==> src/rtl/pwrmgr_rst_resp.sv <==
// Reset-request responder: per-domain lc/sys release sequencing with stretch timers.
// Optional reset-info capture is enabled by defining PWRMGR_RST_RESP_INFO_EN.
//
// state       | meaning
// ST_HOLD     | lc and sys held in reset
// ST_LC_WAIT  | lc request dropped, stretching before lc release
// ST_LC_REL   | lc released, sys still held
// ST_SYS_WAIT | sys request dropped, stretching before sys release
// ST_SYS_REL  | lc and sys both released
module pwrmgr_rst_resp #(
  parameter int PowerDomains  = 2,
  parameter int StretchCycles = 4,
  parameter int NumRstReqs    = 2
) (
  input  logic                    clk_i,
  input  logic                    rst_i,
  input  logic [PowerDomains-1:0] rst_lc_req_i,
  input  logic [PowerDomains-1:0] rst_sys_req_i,
  input  logic [1:0]              reset_cause_i,
  input  logic [NumRstReqs:0]     rstreqs_i,
  output logic [PowerDomains-1:0] rst_lc_src_no,
  output logic [PowerDomains-1:0] rst_sys_src_no,
  output logic                    busy_o,
  output logic [NumRstReqs:0]     info_o,
  output logic                    info_valid_o,
  input  logic                    info_clr_i
);

  localparam int CntW = $clog2(StretchCycles + 1);
  localparam logic [CntW-1:0] CntLast = CntW'(StretchCycles - 1);

  if (StretchCycles < 1) begin : g_bad_cfg
    $error("pwrmgr_rst_resp: StretchCycles must be >= 1");
  end

  typedef enum logic [2:0] {
    ST_HOLD     = 3'd0,
    ST_LC_WAIT  = 3'd1,
    ST_LC_REL   = 3'd2,
    ST_SYS_WAIT = 3'd3,
    ST_SYS_REL  = 3'd4
  } state_e;

  state_e                  r_state  [PowerDomains];
  state_e                  w_state_d[PowerDomains];
  logic [CntW-1:0]         r_cnt    [PowerDomains];
  logic [CntW-1:0]         w_cnt_d  [PowerDomains];
  logic [PowerDomains-1:0] r_lc, r_sys, w_lc_d, w_sys_d, w_wait_d;
  logic                    r_busy;

  function automatic logic f_lc_on(input state_e s);
    return (s == ST_LC_REL) || (s == ST_SYS_WAIT) || (s == ST_SYS_REL);
  endfunction

  always_ff @(posedge clk_i or posedge rst_i) begin
    if (rst_i) begin
      for (int i = 0; i < PowerDomains; i++) begin
        r_state[i] <= ST_HOLD;
        r_cnt[i]   <= '0;
      end
    end else begin
      for (int i = 0; i < PowerDomains; i++) begin
        r_state[i] <= w_state_d[i];
        r_cnt[i]   <= w_cnt_d[i];
      end
    end
  end

  // Domain 0 is resolved first so the cascade can see its next lc level in the
  // same cycle: non-AON domains drop on the same edge as the AON domain.
  always_comb begin
    for (int i = 0; i < PowerDomains; i++) begin
      w_state_d[i] = ST_HOLD;
      w_cnt_d[i]   = '0;
    end
    for (int i = 0; i < PowerDomains; i++) begin
      if (rst_lc_req_i[i] || ((i != 0) && !f_lc_on(w_state_d[0]))) begin
        w_state_d[i] = ST_HOLD;
      end else begin
        case (r_state[i])
          ST_HOLD:     w_state_d[i] = ((i == 0) || r_lc[0]) ? ST_LC_WAIT : ST_HOLD;
          ST_LC_WAIT:  w_state_d[i] = (r_cnt[i] == CntLast) ? ST_LC_REL : ST_LC_WAIT;
          ST_LC_REL:   w_state_d[i] = rst_sys_req_i[i] ? ST_LC_REL : ST_SYS_WAIT;
          ST_SYS_WAIT: w_state_d[i] = rst_sys_req_i[i] ? ST_LC_REL :
                                      (r_cnt[i] == CntLast) ? ST_SYS_REL : ST_SYS_WAIT;
          ST_SYS_REL:  w_state_d[i] = rst_sys_req_i[i] ? ST_LC_REL : ST_SYS_REL;
          default:     w_state_d[i] = ST_HOLD;
        endcase
      end
      if ((w_state_d[i] == r_state[i]) &&
          ((r_state[i] == ST_LC_WAIT) || (r_state[i] == ST_SYS_WAIT))) begin
        w_cnt_d[i] = r_cnt[i] + CntW'(1);
      end
    end
  end

  always_comb begin
    w_lc_d   = '0;
    w_sys_d  = '0;
    w_wait_d = '0;
    for (int i = 0; i < PowerDomains; i++) begin
      w_lc_d[i]   = f_lc_on(w_state_d[i]);
      w_sys_d[i]  = (w_state_d[i] == ST_SYS_REL);
      w_wait_d[i] = (w_state_d[i] == ST_LC_WAIT) || (w_state_d[i] == ST_SYS_WAIT);
    end
  end

  always_ff @(posedge clk_i or posedge rst_i) begin
    if (rst_i) begin
      r_lc   <= '0;
      r_sys  <= '0;
      r_busy <= 1'b0;
    end else begin
      r_lc   <= w_lc_d;
      r_sys  <= w_sys_d;
      r_busy <= |w_wait_d;
    end
  end

  assign rst_lc_src_no  = r_lc;
  assign rst_sys_src_no = r_sys;
  assign busy_o         = r_busy;

`ifdef PWRMGR_RST_RESP_INFO_EN
  localparam logic [1:0] CauseHwReq = 2'd2;

  logic [NumRstReqs:0] r_info;
  logic                r_info_valid;
  logic                w_capture;

  assign w_capture = (w_lc_d == '0) && (r_lc != '0) && (reset_cause_i == CauseHwReq);

  always_ff @(posedge clk_i or posedge rst_i) begin
    if (rst_i) begin
      r_info       <= '0;
      r_info_valid <= 1'b0;
    end else if (w_capture) begin
      r_info       <= info_clr_i ? rstreqs_i : (r_info | rstreqs_i);
      r_info_valid <= 1'b1;
    end else if (info_clr_i) begin
      r_info       <= '0;
      r_info_valid <= 1'b0;
    end
  end

  assign info_o       = r_info;
  assign info_valid_o = r_info_valid;
`else
  logic w_unused_info;
  assign w_unused_info = ^{info_clr_i, reset_cause_i, rstreqs_i};
  assign info_o        = '0;
  assign info_valid_o  = 1'b0;
`endif

endmodule
==> config.mk <==
export PLATFORM = sky130hd
export DESIGN_NAME = pwrmgr_rst_resp
export DESIGN_NICKNAME = d
export VERILOG_FILES = /design/src/rtl/pwrmgr_rst_resp.sv
export SDC_FILE = /design/constraint.sdc
export NUM_CORES = 1
export LEC_CHECK = 0
export BUFFER_PORTS_ARGS = -buffer_cell sky130_fd_sc_hd__buf_2
export CORE_MARGIN = 4
export CORE_UTILIZATION = 45
export CTS_CLUSTER_SIZE = 40
export DETAILED_ROUTE_END_ITERATION = 12
export PLACE_DENSITY = 0.68
export SYNTH_ARGS = -nofsm -noshare
export SYNTH_HDL_FRONTEND = slang
export SYNTH_SLANG_ARGS = --single-unit
==> constraint.sdc <==
create_clock -name clk_i -period 2.8 [get_ports clk_i]
set_input_delay 0.56 -clock clk_i [delete_from_list [all_inputs] [get_ports clk_i]]
set_output_delay 0.56 -clock clk_i [all_outputs]
set_load 0.01 [all_outputs]
==> results.sh <==
export IMPL_die_h_um=54.9
export IMPL_synth_edf_count=0
export IMPL_overflow=0
export IMPL_dieArea_mm2=0.00301
export IMPL_h_tree_depth=1
export IMPL_synth_cell_types=40
export IMPL_grt_pass1_wl_um=2680
export IMPL_n_antenna_cell=0
export IMPL_antenna_found_initial=0
export IMPL_core_mm2=0.00202
export IMPL_r2r_cells=6
export IMPL_grt_met3_usage_pct=2.45
export IMPL_max_freq_mhz=604
export IMPL_dominantRegCellSynth="dfrtp_1"
export IMPL_numCtsBuffers=3
export IMPL_crit_required_ns=3.00
export IMPL_routabilityCongestion=0.836
export IMPL_grt_busiest_layer="met2"
export IMPL_met2_usage_pct=22.0
export IMPL_async_reset_ff_share_pct=100
export IMPL_post_cts_resized=0
export IMPL_finClkSkew_ns=0.00715
export IMPL_ys_seq_area_share_pct=43.0
export IMPL_crit_start="r_cnt[0]$_DFF_PP0_"
export IMPL_syn_cell_area_um2=988
export IMPL_path_max_fanout=3
export IMPL_drt_first_pass_iters=4
export IMPL_rsz0062_at_grt="no"
export IMPL_rows=16
export IMPL_worstSkewPairLatency_ns=0.29
export IMPL_cts_tree="done"
export IMPL_yosys_warnings=0
export IMPL_cap_viol_max_count=0
export IMPL_reg2reg_to="r_cnt[0]$_DFF_PP0_"
export IMPL_ys_ff_latch=17
export IMPL_cts_sinks=17
export IMPL_fillers=198
export IMPL_finalSetupTns_ns=0
export IMPL_dp_cells=123
export IMPL_dpl_hpwl_um=1190
export IMPL_cellPowerDensity_mw_per_mm2=398
export IMPL_clk_pin_slew_ns=0.11
export IMPL_finalMaxSlewViolations=0
export IMPL_postSynthCellCount=90
export IMPL_vdd_drop_max_uv=218
export IMPL_layout_drive_gt1_share_pct=24.0
export IMPL_setup_viol=0
export IMPL_routedWlPerCell_um=12.6
export IMPL_cts_hold_buf=0
export IMPL_routed_wl_um=1600
export IMPL_hold_path_class="in2async"
export IMPL_period_minus_slack_ns=1.66
export IMPL_status="finished clean"
export IMPL_fin_nets=118
export IMPL_cp_arrival_ns=1.86
export IMPL_yosysTopAreaCellShare_pct=43.0
export IMPL_final_cell_mix="dfrtp_1 (17), buf_2 (10), inv_1 (7), nor2_1 (7), ha_1 (5)"
export IMPL_drt_initial_drc_count=4
export IMPL_io_pins=21
export IMPL_cp_endpoint="r_cnt[0]$_DFF_PP0_"
export IMPL_grt_pass1_vias=645
export IMPL_yosys_area_top_type="dfrtp_1"
export IMPL_die_w_um=54.9
export IMPL_hold_viol_final=0
export IMPL_cts_root_buffer="clkbuf_4"
export IMPL_area_growth_pct=6.58
export IMPL_layout_commonest_cell="dfrtp_1"
export IMPL_worst_pin_slew_ns=0.647
export IMPL_via_per_inst=4.98
export IMPL_max_slew_margin_pct=56.8
export IMPL_drc=0
export IMPL_clock_path_buffers=2
export IMPL_start_util_pct=48.9
export IMPL_synth_top_cells_by_area="dfrtp_1 (43%), ha_1 (6.3%), buf_4 (4.6%)"
export IMPL_grt_max_degree=18
export IMPL_grt_use_met1_pct=14.8
export IMPL_critPathKind="reg2reg"
export IMPL_io_buffer_count=10
export IMPL_end_kind="flip-flop"
export IMPL_timing_rr_start="r_cnt[0]$_DFF_PP0_"
export IMPL_synth_avg_cell_area_um2=11.0
export IMPL_post_cts_setup_buffers=0
export IMPL_leakagePower_nw=0.467
export IMPL_cp_start_kind="flip-flop"
export IMPL_post_route_period_util_pct=59.2
export IMPL_final_cells=127
export IMPL_antenna_left=0
export IMPL_num_vias=632
export IMPL_grt_util_all_layers_pct=12.6
export IMPL_ff2ff_setup_slack_ns=1.14
report_power, final:
| part | switching, W | total, W | internal (W) |
|---|---|---|---|
| clock network | 0.0000782 | 0.000133 | 0.0000553 |
| registers | 0.00000480 | 0.000254 | 0.000249 |
| logic | 0.0000203 | 0.0000325 | 0.0000122 |
| total | 0.000103 | 0.000420 | 0.000317 |
cells by family (layout without fill, tap and decap cells):
group | after synthesis | count (layout) | synth area share (%)
other | 1 | 4 | 0.379
muxes | 2 | 2 | 2.53
AOI/OAI and AO/OA | 22 | 22 | 19.9
and+or+nand+nor | 27 | 27 | 17.0
buffers and inverters | 14 | 21 | 8.35
DFF | 17 | 17 | 43.0
xor gates and xnor gates | 2 | 2 | 2.53
adders and majority gates | 5 | 5 | 6.33
synth_stat cells, types with 2 or more instances:
cell / instances
a211oi_1: 2
a21oi_1: 4
buf_4: 6
dfrtp_1: 17
ha_1: 5
inv_1: 7
nand2_1: 4
nand3_1: 2
nor2_1: 7
nor2b_1: 2
nor3_1: 3
o21a_1: 3
critical path: stages, from the launching register on:
cell      delay (ns)
dfrtp_1         0.40
ha_1            0.20
ha_1            0.19
nand2_1         0.10
o311ai_0        0.22
o21bai_1        0.26
nor3_1          0.20
through the flow:
stage                     power (W)  utilization, %  hold slack (ns)  instance area, µm²  setup slack, ns
after floorplan            0.000286               -            0.408                1000             1.31
after detailed placement   0.000292            50.8            0.422                1030             1.17
after global routing       0.000439            52.1            0.410                1050             1.05
final                      0.000420            52.1            0.339                1050             1.14
after CTS                  0.000423            52.1            0.369                1050             1.13
after global placement     0.000291            50.8            0.420                1030             1.19
per-layer routing:
layer	vias up	wire length [µm]
li1	321	-
met1	299	726
met2	10	794
met3	2	68
met4	0	10
met5	-	0
cell type report:
class                   count  area (µm²)  area share [%]
repair buffers             10        50.0            4.75
flip-flops and latches     17         425            40.4
multi-input cells          62         492            46.7
well taps                  27        33.8            3.21
inverters                   7        26.3            2.49
clock buffers               4        26.3            2.49
sequential cells by signal (all words and copies together) (netlist names):
signal,cells
busy_o,1
rst_lc_src_no,2
rst_sys_src_no,2
r_cnt,6
r_state,6
worst min path at each step:
stage	endpoint	slack [ns]	start
floorplan	r_cnt[3]$_DFF_PP0_	0.41	r_cnt[3]$_DFF_PP0_
global placement	r_cnt[3]$_DFF_PP0_	0.42	r_cnt[3]$_DFF_PP0_
detailed placement	r_cnt[3]$_DFF_PP0_	0.42	r_cnt[3]$_DFF_PP0_
CTS	r_state[3]$_DFF_PP0_	0.37	rst_i
global route	r_state[3]$_DFF_PP0_	0.41	rst_i
finish	busy_o$_DFF_PP0_	0.34	rst_i
Note: power is estimated with default switching activity, not from simulation.
